<file path="config.mk">
export PLATFORM = sky130hd
export DESIGN_NAME = baccarat_dealer
export DESIGN_NICKNAME = d
export VERILOG_FILES = /design/src/rtl/baccarat_dealer_pkg.sv /design/src/rtl/baccarat_dealer_scorehand.sv /design/src/rtl/baccarat_dealer.sv
export SDC_FILE = /design/constraint.sdc
export NUM_CORES = 1
export LEC_CHECK = 0
export CORE_AREA = 3 3 77 79
export DETAILED_ROUTE_END_ITERATION = 10
export DIE_AREA = 0 0 80 82
export PLACE_DENSITY = 0.94
export REMOVE_ABC_BUFFERS = 1
export SLEW_MARGIN = 20
export SYNTH_ARGS = -nofsm -noshare
export SYNTH_HDL_FRONTEND = slang
export SYNTH_SLANG_ARGS = --single-unit
</file>
<file path="constraint.sdc">
create_clock -name slow_clock -period 12.72 [get_ports slow_clock]
set_input_delay 3.816 -clock slow_clock [delete_from_list [all_inputs] [get_ports slow_clock]]
set_output_delay 3.816 -clock slow_clock [all_outputs]
set_load 0.02 [all_outputs]
</file>
<file path="src/rtl/baccarat_dealer_pkg.sv">
// +----------------------------------------------------------------------------+
// | Module : baccarat_pkg                                                      |
// | Desc   : Shared states, constants and card valuation for the dealer block. |
// | Rev    : 1.0  initial release                                              |
// +----------------------------------------------------------------------------+
`default_nettype none

package baccarat_pkg;

    typedef enum logic [3:0] {
        IDLE = 4'd0,
        P1   = 4'd1,
        D1   = 4'd2,
        P2   = 4'd3,
        D2   = 4'd4,
        NAT  = 4'd5,
        PDEC = 4'd6,
        P3   = 4'd7,
        BDEC = 4'd8,
        D3   = 4'd9,
        DONE = 4'd10
    } state_t;

    localparam logic [3:0] NO_CARD = 4'd0;

    function automatic logic [3:0] card_value(input logic [3:0] code);
        return (code >= 4'd10) ? 4'd0 : code;
    endfunction

endpackage

`default_nettype wire

</file>
<file path="src/rtl/baccarat_dealer_scorehand.sv">
// +----------------------------------------------------------------------------+
// | Module : scorehand                                                         |
// | Desc   : Combinational baccarat hand total: sum of three card values mod 10.|
// | Rev    : 1.0  initial release                                              |
// +----------------------------------------------------------------------------+
`default_nettype none

module scorehand
    import baccarat_pkg::*;
(
    input  logic [3:0] card1,
    input  logic [3:0] card2,
    input  logic [3:0] card3,
    output logic [3:0] total
);

    logic [4:0] w_sum;

    assign w_sum = {1'b0, card_value(card1)} + {1'b0, card_value(card2)}
                 + {1'b0, card_value(card3)};

    // Sum is at most 27; reducing in 4-bit arithmetic is exact since results stay below 10.
    always_comb begin
        if (w_sum >= 5'd20)
            total = w_sum[3:0] - 4'd4;
        else if (w_sum >= 5'd10)
            total = w_sum[3:0] - 4'd10;
        else
            total = w_sum[3:0];
    end

endmodule

`default_nettype wire

</file>
<file path="src/rtl/baccarat_dealer.sv">
// +----------------------------------------------------------------------------+
// | Module : baccarat_dealer                                                   |
// | Desc   : Sequences one baccarat round, applies draw rules, registers result.|
// | Rev    : 1.0  initial release                                              |
// +----------------------------------------------------------------------------+
`default_nettype none

module baccarat_dealer
    import baccarat_pkg::*;
#(
    parameter bit AUTO_START = 1'b1
) (
    input  logic       slow_clock,
    input  logic       resetb,
    input  logic       start,
    input  logic       step,
    input  logic [3:0] card_in,
    output logic [3:0] pcard1,
    output logic [3:0] pcard2,
    output logic [3:0] pcard3,
    output logic [3:0] dcard1,
    output logic [3:0] dcard2,
    output logic [3:0] dcard3,
    output logic [3:0] pscore,
    output logic [3:0] dscore,
    output logic       done,
    output logic       player_win,
    output logic       dealer_win
);

    localparam state_t c_reset_state = AUTO_START ? P1 : IDLE;

    state_t     r_state, w_next;
    logic [3:0] r_pcard1, r_pcard2, r_pcard3;
    logic [3:0] r_dcard1, r_dcard2, r_dcard3;
    logic       r_done, r_player_win, r_dealer_win;

    logic       w_valid, w_load, w_clear, w_finish;
    logic       w_pnat, w_dnat, w_dealer_draw;
    logic [3:0] w_pv;
    logic [4:0] w_dsum;
    logic [3:0] w_dfinal;

    scorehand u_player (.card1(r_pcard1), .card2(r_pcard2), .card3(r_pcard3), .total(pscore));
    scorehand u_dealer (.card1(r_dcard1), .card2(r_dcard2), .card3(r_dcard3), .total(dscore));

    assign w_valid = step && (card_in != 4'd0) && (card_in <= 4'd13);
    assign w_pnat  = (pscore >= 4'd8);
    assign w_dnat  = (dscore >= 4'd8);
    assign w_pv    = card_value(r_pcard3);

    assign w_dealer_draw = (dscore <= 4'd2)
                        || (dscore == 4'd3 && w_pv != 4'd8)
                        || (dscore == 4'd4 && w_pv >= 4'd2 && w_pv <= 4'd7)
                        || (dscore == 4'd5 && w_pv >= 4'd4 && w_pv <= 4'd7)
                        || (dscore == 4'd6 && w_pv >= 4'd6 && w_pv <= 4'd7);

    // When the round ends on the D3 load, the dealer total must include the incoming card.
    assign w_dsum   = {1'b0, dscore} + {1'b0, card_value(card_in)};
    assign w_dfinal = (r_state != D3)    ? dscore :
                      (w_dsum >= 5'd10)  ? (w_dsum[3:0] - 4'd10) : w_dsum[3:0];

    always_ff @(posedge slow_clock or negedge resetb) begin
        if (!resetb)
            r_state <= c_reset_state;
        else
            r_state <= w_next;
    end

    always_comb begin
        w_next   = r_state;
        w_load   = 1'b0;
        w_clear  = 1'b0;
        w_finish = 1'b0;
        case (r_state)
            IDLE: if (start) begin
                w_next  = P1;
                w_clear = 1'b1;
            end
            P1: if (w_valid) begin w_load = 1'b1; w_next = D1;  end
            D1: if (w_valid) begin w_load = 1'b1; w_next = P2;  end
            P2: if (w_valid) begin w_load = 1'b1; w_next = D2;  end
            D2: if (w_valid) begin w_load = 1'b1; w_next = NAT; end
            NAT: begin
                if (w_pnat || w_dnat) begin
                    w_next   = DONE;
                    w_finish = 1'b1;
                end else begin
                    w_next = PDEC;
                end
            end
            PDEC: w_next = (pscore <= 4'd5) ? P3 : BDEC;
            P3: if (w_valid) begin w_load = 1'b1; w_next = BDEC; end
            BDEC: begin
                if ((r_pcard3 == NO_CARD) ? (dscore <= 4'd5) : w_dealer_draw) begin
                    w_next = D3;
                end else begin
                    w_next   = DONE;
                    w_finish = 1'b1;
                end
            end
            D3: if (w_valid) begin
                w_load   = 1'b1;
                w_next   = DONE;
                w_finish = 1'b1;
            end
            DONE: if (start) begin
                w_next  = P1;
                w_clear = 1'b1;
            end
            default: w_next = c_reset_state;
        endcase
    end

    always_ff @(posedge slow_clock or negedge resetb) begin
        if (!resetb) begin
            r_pcard1     <= NO_CARD;
            r_pcard2     <= NO_CARD;
            r_pcard3     <= NO_CARD;
            r_dcard1     <= NO_CARD;
            r_dcard2     <= NO_CARD;
            r_dcard3     <= NO_CARD;
            r_done       <= 1'b0;
            r_player_win <= 1'b0;
            r_dealer_win <= 1'b0;
        end else if (w_clear) begin
            r_pcard1     <= NO_CARD;
            r_pcard2     <= NO_CARD;
            r_pcard3     <= NO_CARD;
            r_dcard1     <= NO_CARD;
            r_dcard2     <= NO_CARD;
            r_dcard3     <= NO_CARD;
            r_done       <= 1'b0;
            r_player_win <= 1'b0;
            r_dealer_win <= 1'b0;
        end else begin
            if (w_load) begin
                case (r_state)
                    P1:      r_pcard1 <= card_in;
                    D1:      r_dcard1 <= card_in;
                    P2:      r_pcard2 <= card_in;
                    D2:      r_dcard2 <= card_in;
                    P3:      r_pcard3 <= card_in;
                    D3:      r_dcard3 <= card_in;
                    default: ;
                endcase
            end
            if (w_finish) begin
                r_done       <= 1'b1;
                r_player_win <= (pscore >= w_dfinal);
                r_dealer_win <= (w_dfinal >= pscore);
            end
        end
    end

    assign pcard1     = r_pcard1;
    assign pcard2     = r_pcard2;
    assign pcard3     = r_pcard3;
    assign dcard1     = r_dcard1;
    assign dcard2     = r_dcard2;
    assign dcard3     = r_dcard3;
    assign done       = r_done;
    assign player_win = r_player_win;
    assign dealer_win = r_dealer_win;

endmodule

`default_nettype wire

</file>
* Yosys cells after proc, flatten, opt, wreduce, memory -nomap -nowiden
Index checks and enable logic that the tools add are counted.
Widths: inputs -> output; s select.
** Cells by class
- Add/subtract/negate cells :: 10
- Magnitude comparators :: 24
- Eq/ne operators :: 23
- Multiplexer cells :: 56
- Reductions and logical operators :: 34
** Operators with widths (count)
- $mux 4 :: 40
- $pmux 4 s10 :: 1
- $ge 4x4->1 const B :: 9
- $eq 4x3->1 const B :: 7
- $reduce_bool 2->1 :: 8
- $add 4x4->5 :: 3
- $ge 5x4->1 const B :: 3
- $mux 1 :: 13
- $eq 4x2->1 const B :: 3
- $eq 4x4->1 const B :: 3
- $le 4x3->1 const B :: 3
- $ne 2x2->1 const B :: 6
- $reduce_and 2->1 :: 6
- $sub 4x4->4 const B :: 3
- $add 5x4->5 :: 2
- $ge 5x5->1 const B :: 2
- $logic_and 1x1->1 :: 9
- $ge 4x3->1 const B :: 2
- $ge 4x4->1 :: 2
- $logic_not 4->1 :: 2
- $ne 4x4->1 const B :: 2
- $sub 4x3->4 const B :: 2
- $reduce_and 7->1 :: 1
- $reduce_or 6->1 :: 1
- 10 further kinds :: 14
** Word-level totals
- Flip-flop bits (word level) :: 31
- Output and inout port bits :: 35

* Longest topological paths before layout
Gate-level depths: netlist of run 1.
- Depth after elaboration :: 18
- Mapped depth :: 28

* Hierarchy
From an unflattened synthesis of run 1, not the netlist that was laid out.
** Second synthesis, totals
- Cells, all modules :: 329
- Area, all modules :: 3029.2 µm²
** By module, submodules not included
- baccarat_dealer :: instances 1, cells each 221, area an instance 2098.3 µm²
- scorehand :: instances 2, cells each 54, area an instance 465.4 µm²

* Worst setup path after synthesis of run 1
OpenSTA, ideal clock, no wires.
- Path type :: reg-to-output
- Start :: reg r_dcard3[1] (netlist: dcard3[1])
- End :: out dscore[2]
- Arrival :: 3.365 ns
- Path slack :: 5.539 ns
- Stages on the path, launching flop included :: 15
- Path through :: dfrtp_1 o21ai_0 nand2_1 fa_1 inv_1 ha_1 inv_1 fa_1 inv_1 ha_1 a21boi_0 nand2_2 a31o_2 a31oi_1 inv_1
** Between the ends
- Word-level cells in the longest chain between the ends :: 6
** Ends and longest elaborated chain
- start, declared :: line baccarat_dealer.sv:35 : logic [3:0] r_dcard1, r_dcard2, r_dcard3;
- start signal, assigned :: line baccarat_dealer.sv:144 : D3: r_dcard3 <= card_in;
- $ge 4x4->1 :: line baccarat_dealer_pkg.sv:27 : return (code >= 4'd10) ? 4'd0 : code;
- $mux 4 (*) :: line baccarat_dealer_pkg.sv:27
- $add 5x4->5 (*) :: line baccarat_dealer_scorehand.sv:20 : + {1'b0, card_value(card3)};
- $sub 4x4->4 or $ge 5x4->1 (tied branches) :: line baccarat_dealer_scorehand.sv:27, baccarat_dealer_scorehand.sv:26
- $mux 4 :: line baccarat_dealer_scorehand.sv:26 : else if (w_sum >= 5'd10)
- $mux 4 (*) :: line baccarat_dealer_scorehand.sv:24 : if (w_sum >= 5'd20)
- end, declared :: line baccarat_dealer.sv:25 : output logic [3:0] dscore,
Mark *: on every way between the ends. The rest lies on a longest branch, timed or not.

* Worst setup path in the final report of run 1
- Start :: reg r_dcard3[2] (netlist: dcard3[2])
- End :: out dscore[2]
Same word-level chain as after synthesis.

==> results of run 1 <==
## sequential cells by signal (all words and copies together) (netlist names)
name and cells:
dcard3 4, done 1, dealer_win 1, player_win 1
pcard1 4, pcard3 4, pcard2 4, r_state 4
dcard1 4, dcard2 4
## logic make-up (layout without fill, tap and decap cells)
kind of cell	count (synthesis)	count (layout)	share of synthesized area, %
simple gates	142	142	22.4
compound gates	96	96	20.3
flops	31	31	24.9
buf+inv	39	73	4.73
mux	30	30	10.1
fa+ha+maj	31	31	14.8
xor+xnor	9	9	2.76
## worst max-delay path, cell delays in order, from the launching register on
cell	delay [ns]
dfrtp_1	0.43
o21ai_0	0.18
nand2_1	0.10
fa_1	0.41
inv_1	0.07
ha_1	0.18
inv_1	0.07
fa_1	0.66
inv_1	0.10
ha_1	0.18
a21boi_0	0.41
nand2_2	0.13
a31o_2	0.28
a31oi_1	0.38
inv_1	0.11
clkdlybuf4s50_1	0.56
## worst paths after layout
kind / slack [ns] / cells after the start / to / from
max in group asynchronous: 8.47 / 2 / r_state[0]$_DFFE_PN1P_ / resetb
worst max register to register: 6.31 / 26 / dealer_win$_DFFE_PN0P_ / dcard3[2]$_DFFE_PN0P_
worst min register to register: 0.56 / 2 / dcard3[0]$_DFFE_PN0P_ / dcard3[0]$_DFFE_PN0P_
worst max-delay path: 4.37 / 15 / dscore[2] / dcard3[2]$_DFFE_PN0P_
min in group asynchronous: 3.93 / 2 / pcard2[1]$_DFFE_PN0P_ / resetb
worst min-delay path: 0.56 / 2 / dcard3[0]$_DFFE_PN0P_ / dcard3[0]$_DFFE_PN0P_
## layout by cell type (no fill, tap or decap), types with 8 or more instances in the layout
cell             count
inv_1               23
fa_1                10
o21ai_0             20
nor2b_1             16
clkdlybuf4s50_1     42
mux2i_1             27
ha_1                21
nand2b_1            12
nand3_1             15
nor3_1              10
dfrtp_1             30
nand2_1             23
nor2_1              45
a21oi_1             28
a21o_1               8
## metrics by stage
stage	util, %	cell area, um2
2_1_floorplan	-	3060
3_3_place_gp	66.5	3590
3_5_place_dp	66.5	3590
4_1_cts	67.8	3670
5_1_grt	67.8	3670
6_report	67.8	3670
## routing by layer
layer	GRT usage [%]	routed length [um]
met1	32.2	3220
met4	4.90	93
met5	0	0
met2	45.2	3990
met3	4.17	499
## final cells by class
cell class                 count  area share, %
clock buffer                   6           1.98
tap                           72           2.46
timing repair buffer          44           11.9
multi-input combinational    308           60.1
inverter                      23           2.35
sequential                    31           21.2
==> flow_metrics.tcl, run 1 <==
set metrics [dict create \
    status "finished clean" \
    worstSetupPathType "flop to output pin" \
    gp_congestion 0.959 \
    fin_hold_ws_ns 0.555 \
    grt_pass1_wl_mm 13.0 \
    overflow 0 \
    grt_max_degree 32 \
    pin_count 43 \
    n_antenna_cell 0 \
    endpoint_kind "output pin" \
    tritoncts "done" \
    ys_seq_area_share_pct 24.9 \
    clockRootBuffer "clkbuf_8" \
    worst_pin_slew_ns 0.737 \
    drv_slew 0 \
    cts_buffers 5 \
    cap_violations 0 \
    fp.dieH_um 82 \
    postCtsSetupBuffers 0 \
    grt_pass1_vias 2829 \
    fin_crit_ns 8.35 \
    layout-drive-gt1-share_pct 5.58 \
    synth-edff-count 0 \
    portBuffers 42 \
    cp.required_ns 8.90 \
    nFillCells 440 \
    wl_per_cell_um 16.1 \
    register_area_um2 777 \
    die_area_mm2 0.00656 \
    drt-total-wl_mm 7.80 \
    die_w_um 80 \
    start_util_pct 57.8 \
    clock_sinks 31 \
    syn_area_mm2 0.00312 \
    path_max_fanout 9 \
    drt_iter0_markers 238 \
    synthArstFlopShare_pct 100 \
    layout.nets 452 \
    htree_levels 2 \
    multi_input_area_mm2 0.00220 \
    start_kind "flop" \
    maxSlewHeadroom_pct 50.2 \
    rsz0062_at_grt "false" \
    avgViaCountPerCell 6.13 \
    placed_cells 478 \
    synth_top_area_share_pct 24.0 \
    ys_top_cells_by_count "45 x nor2_1, 30 x dfrtp_1, 28 x a21oi_1" \
    antenna_found_initial 0 \
    ctsResizeCount 0 \
    hpwl_mm 6.04 \
    timing.final.ws_setup_ns 4.37 \
    synth.most_common_cell "nor2_1" \
    hold_class "flop to flop" \
    synth_cell_types 59 \
    route.antenna.remaining_nets 0 \
    tns_ns 0 \
    yosysWarnings 0 \
    netlist.top_cell.by_area "dfrtp_1" \
    period_share_pct 65.7 \
    coreArea_mm2 0.00541 \
    clk_latency_ns 0.28 \
    synth_area_leaders "dfrtp_1 24%, mux2i_1 8.7%, ha_1 8.4%" \
    max_freq_mhz 120 \
    timing.final.setup_violations 0 \
    area_growth_pct 17.4 \
    ys_seq_elements 31 \
    drcViolationCount 0 \
    report.final.hold_viol_count 0 \
    globalRouteTotalUtil_pct 25.2 \
    layout.cells.non_filler 484 \
    core.rowCount 27 \
    netlist_instances 378 \
    synth.avg_cell_area_um2 8.26 \
    clkSlewWorstSetupHoldPaths_ns 0.06 \
    cts_buffer_depth 2 \
    arrival_ns 4.54 \
    num_vias 2965 \
    fin_skew_ns 0.00201 \
    postCtsHoldBufs 0 \
    firstDrtPassIters 5 \
    pre_cts_ws_ns 4.73 \
    synth_flop_cell "dfrtp_1" \
]
Power of run 1 is left out: the tool's default activity adds up to more than one toggle a clock period on the data nets, which glitch-free logic cannot reach.
==> run 2: changes to the inputs <==
CORE_AREA = 3 3 83 85   (was 3 3 77 79)
DIE_AREA = 0 0 86 88   (was 0 0 80 82)
PLACE_DENSITY = 0.86   (was 0.94)
clock period = 7.2 ns   (was 12.72 ns; I/O delays follow)
==> flow_metrics.tcl, run 2 (synthesis gave the netlist of run 1 again) <==
set metrics [dict create \
    layout_commonest_cell "nor2_1" \
    grt_pass1_vias 2786 \
    cap_violations 0 \
    postCtsSetupBuffers 0 \
    layout.nets 453 \
    slowest_stage "fa_1" \
    overflow 0 \
    period_share_pct 93.5 \
    coreArea_mm2 0.00628 \
    cp.required_ns 5.04 \
    clock_sinks 31 \
    grt_max_degree 32 \
    path_max_fanout 9 \
    routed.top_layer "met4" \
    final_cell_mix "45 x nor2_1, 42 x clkdlybuf4s50_1, 30 x dfrtp_1" \
    pin_count 43 \
    critPathMostFrequentCell "inv_1" \
    htree_levels 2 \
    cts_buffers 5 \
    maxSlewHeadroom_pct 51.5 \
    timing.final.setup_violations 0 \
    clockRootBuffer "clkbuf_8" \
    start_kind "flop" \
    wl_per_cell_um 15.7 \
    clkSlewWorstSetupHoldPaths_ns 0.06 \
    cts_buffer_depth 2 \
    nFillCells 555 \
    hpwl_mm 5.98 \
    hold_class "flop to flop" \
    routed-wl-met3_um 330 \
    die_area_mm2 0.00757 \
    die_w_um 86 \
    fp.dieH_um 88 \
    dr_wl_met2_mm 3.82 \
    report.final.hold_viol_count 0 \
    route.antenna.remaining_nets 0 \
    area_growth_pct 18.4 \
    gp_congestion 0.917 \
    postCtsHoldBufs 0 \
    avgViaCountPerCell 5.98 \
    core.rowCount 29 \
    met1Wirelength_mm 3.44 \
    drt_iter0_markers 183 \
    critical-path-max-stage-delay_ns 0.66 \
    layout-drive-gt1-share_pct 6.27 \
    max_freq_mhz 149 \
    antenna_found_initial 0 \
    tns_ns 0 \
    ctsResizeCount 0 \
    endpoint_kind "output pin" \
    r2r_cells 28 \
    drv_slew 0 \
    start_util_pct 49.8 \
    fin_crit_ns 6.73 \
    fin_skew_ns 0.00456 \
    worstSetupPathType "flop to output pin" \
    status "finished clean" \
    worst_pin_slew_ns 0.720 \
    crit_path_cell_trace "o21ai_0 > nand2_1 > fa_1 > inv_1 > ha_1 > inv_1 > fa_1 > inv_1 > ha_1 > a21boi_0 > nand2_2 > a31o_2 > a31oi_1 > inv_1 > clkdlybuf4s50_1" \
    drcViolationCount 0 \
    hold_depth 2 \
    timing.final.ws_setup_ns 0.470 \
    firstDrtPassIters 5 \
    drt-total-wl_mm 7.72 \
    clk_latency_ns 0.28 \
    num_vias 2941 \
    pre_cts_ws_ns 0.818 \
    n_antenna_cell 0 \
    grt_pass1_wl_mm 12.8 \
    globalRouteTotalUtil_pct 21.0 \
    portBuffers 42 \
    tritoncts "done" \
    arrival_ns 4.57 \
    rsz0062_at_grt "false" \
]
==> run 2: changes by cell type in the layout (fill, tap and decap cells not counted) <==
cell and delta:
clkbuf_8 +1, clkinv_2 +1, buf_4 +1
==> run 2: per-stage QoR <==
stage | utilization, % | instances | area [um2] | hold WS, ns
after floorplan | - | 362 | 3060 | 0.573
after detailed placement | 57.5 | 484 | 3610 | 0.532
after global routing | 58.9 | 492 | 3700 | 0.579
final | 58.9 | 492 | 3700 | 0.552
after global placement | 57.5 | 484 | 3610 | 0.527
after CTS | 58.9 | 492 | 3700 | 0.550
==> run 2: final timing paths <==
kind / start / to / slack, ns
worst max-delay path: dcard2[2]$_DFFE_PN0P_ / dscore[2] / 0.47
worst max register to register: dcard2[2]$_DFFE_PN0P_ / player_win$_DFFE_PN0P_ / 0.82
max in group asynchronous: resetb / r_state[0]$_DFFE_PN1P_ / 4.61
worst min register to register: done$_DFFE_PN0P_ / done$_DFFE_PN0P_ / 0.55
worst min-delay path: done$_DFFE_PN0P_ / done$_DFFE_PN0P_ / 0.55
min in group asynchronous: resetb / pcard1[2]$_DFFE_PN0P_ / 2.27
==> run 2: layout make-up <==
| type | instances | area, um2 | share of cell area [%] |
|---|---|---|---|
| Multi-Input combinational cell | 308 | 2200 | 59.6 |
| Sequential cell | 31 | 777 | 21.0 |
| Timing Repair Buffer | 45 | 443 | 12.0 |
| Tap cell | 77 | 96.3 | 2.60 |
| Clock buffer | 7 | 86.3 | 2.33 |
| Inverter | 23 | 86.3 | 2.33 |
| Clock inverter | 1 | 5.00 | 0.135 |
==> run 2: layer usage <==
layer | up-vias | GRT usage [%]
met5 | - | 0
met4 | 0 | 7.48
met3 | 17 | 3.10
met2 | 90 | 35.1
met1 | 1419 | 27.7
li1 | 1415 | -
==> run 2: critical path, delay by kind of cell (launching register included) <==
family / cells / cell delay [ns]
simple gates: 2 / 0.26
flops: 1 / 0.42
fa+ha+maj: 4 / 1.44
buf+inv: 5 / 0.91
compound gates: 4 / 1.25
Power of run 2 is left out for the same reason.
==> patch (settings of run 2) <==
Encoding of `state_t`: now Gray code (4 bits for 11 states).
--- a/src/rtl/baccarat_dealer_pkg.sv
+++ b/src/rtl/baccarat_dealer_pkg.sv
@@ -8,17 +8,17 @@
 package baccarat_pkg;
 
     typedef enum logic [3:0] {
-        IDLE = 4'd0,
-        P1   = 4'd1,
-        D1   = 4'd2,
-        P2   = 4'd3,
-        D2   = 4'd4,
-        NAT  = 4'd5,
-        PDEC = 4'd6,
-        P3   = 4'd7,
-        BDEC = 4'd8,
-        D3   = 4'd9,
-        DONE = 4'd10
+        IDLE = 4'b0000,
+        P1   = 4'b0001,
+        D1   = 4'b0011,
+        P2   = 4'b0010,
+        D2   = 4'b0110,
+        NAT  = 4'b0111,
+        PDEC = 4'b0101,
+        P3   = 4'b0100,
+        BDEC = 4'b1100,
+        D3   = 4'b1101,
+        DONE = 4'b1111
     } state_t;
 
     localparam logic [3:0] NO_CARD = 4'd0;
Formal check against the unedited RTL: same outputs for any inputs over 4 cycles, from zero or initial values and one cycle with resetb low; so few cycles prove little.
==> patch against run 2 <==
  * Setup slack better by 0.25 ns
  * Core utilization is 2.9 points lower
  * Fmax is 3.9% higher
  * Routed wire length is 3.3% lower
  * Final area is 5.0% lower
  * Count of clock-buffer cells in the layout is 2 lower
  * Area after synthesis is 5.0% lower
  * Sequential cell count stayed put
  * Critical path type unchanged
  * Critical endpoint is now dscore[3]
  * Largest cell class unchanged
Power is not shown: default switching activity piles up to over one toggle a cycle in this logic, so the estimate is an artifact.
==> patch: results (changes against run 2) <==
outcome:
  outcome: "completed"
place:
  pre_cts_slack_ns: 0.983  # +0.165 ns
  gp_routability_congestion: 0.883  # -3.7%
  dpl.hpwl_um: 5690  # -4.9%
  port_buffers: 42  # unchanged
  place_area_um2: 3430  # -4.9%
clock_tree:
  cts-root-buf: "clkbuf_8"
  insertion_delay_ns: 0.29
  cts_hold_buffers: 0  # unchanged
  cts.clk_slew.worst_paths_ns: 0.07
  cts_buffer_depth: 2  # unchanged
  cts_max_level: 2  # unchanged
  post_cts_buffers: 0  # unchanged
  cts_inserted_buffers: 5  # unchanged
  cts_resized: 0  # unchanged
routing:
  drtIter0Drc: 147  # -20%
  dr.pass1.iters: 5  # unchanged
  num_vias: 2750  # -6.5%
  routed_wl_um: 7470  # -3.3%
worst_setup_path:
  reg2reg_depth: 23  # -18%
  crit_fanout: 7  # -2
  reg2reg_slack_ns: 1.17  # +0.35 ns
  r2r_start: "dcard2[1]"
  r2r_end: "player_win"
synth:
  synth.area.top_cells: "dfrtp_1 25%, mux2i_1 9.4%, ha_1 8.9%"
  ys_top_cells_by_count: "42 x nor2_1, 30 x dfrtp_1, 29 x nand2_1, 28 x mux2i_1, 21 x ha_1"
  synthArstFlopShare_pct: 100  # unchanged
  yosys.cell_types.count: 51  # -14%
  ys_warn_count: 0  # unchanged
  ys_seq_area_share_pct: 26.2  # +1.3 points
finish:
  diodes: 0  # unchanged
  nets: 425  # -6.2%
  nFillCells: 556  # +0.18%
  drive_gt1_share_pct: 5.17  # -1.1 points
min_path:
  min_path_cells: 2  # unchanged
  min_to: "done"
  hold_path.class: "reg -> reg"
  min_from: "done"
global_route:
  grt_max_degree: 32  # unchanged
  grt_usage_pct: 19.9  # -1.1 points
  grt_pass1_vias: 2561  # -8.1%
  grt_first_pass_wirelength_um: 12100  # -5.2%
  antenna_found_initial: 0  # unchanged
timing:
  slew-limit-headroom_pct: 38.0  # -13 points
  clock-skew-final_ns: 0.00547  # +0.000916 ns
-- patch: cell types whose count changed in the layout (fill, tap and decap cells not counted), sizes merged, moves of 4 or more --
| cell | run 2 | this run |
|---|---|---|
| and2 | 3 | 8 |
| a21oi | 28 | 14 |
| nand2 | 25 | 29 |
| inv | 23 | 19 |
-- patch: cells by family (layout without fill, tap and decap cells) --
logic type,after synthesis,count (layout),share of synthesized area (%)
AO/OA/AOI/OAI,72,72,17.0
XOR/XNOR,7,7,2.32
adder cells (fa/ha/maj),31,31,15.6
buffers and inverters,35,70,4.43
flip-flops,31,31,26.2
multiplexers,28,28,9.45
AND/OR/NAND/NOR,148,148,25.0
-- patch: final cells by class --
cell class	instances	area share, %
clock buffers	5	1.96
clock inverters	3	0.427
inverters	19	2.03
multi-input cells	286	58.6
flip-flops and latches	31	22.1
well taps	77	2.74
repair buffers	43	12.2
-- patch: how the worst max path moves through the flow --
stage / start / end / slack (ns) / depth (start not counted)
floorplan: dcard1[2] / player_win / 1.53 / 25
global placement: dcard1[2] / dscore[3] / 1.13 / 11
detailed placement: card_in[1] / player_win / 0.98 / 18
CTS: dcard2[1] / dscore[3] / 0.70 / 10
global route: dcard2[1] / dscore[3] / 0.56 / 10
finish: dcard2[1] / dscore[3] / 0.72 / 10
-- patch: stage by stage --
step           util, %  hold slack (ns)  std cells
6_report          56.0            0.521        464
5_1_grt           56.0            0.559        464
4_1_cts           56.0            0.523        464
3_5_place_dp      54.7            0.512        456
3_3_place_gp      54.7            0.507        456
2_1_floorplan        -            0.595        336
-- patch: routing by layer --
layer | track usage [%] | vias to the layer above | wire length (µm)
li1 | - | 1308 | -
met1 | 25.6 | 1324 | 3190
met2 | 35.4 | 106 | 3710
met3 | 3.01 | 12 | 482
met4 | 4.46 | 0 | 87
met5 | 0 | - | 0
-- patch: critical path: stages (launching register included) --
cell	delay (ns)
dfrtp_1	0.42
nor2b_1	0.25
fa_1	0.46
ha_1	0.25
fa_1	0.63
inv_1	0.14
ha_1	0.26
a211o_2	0.30
or3_1	0.30
o211ai_1	0.30
clkdlybuf4s50_1	0.73
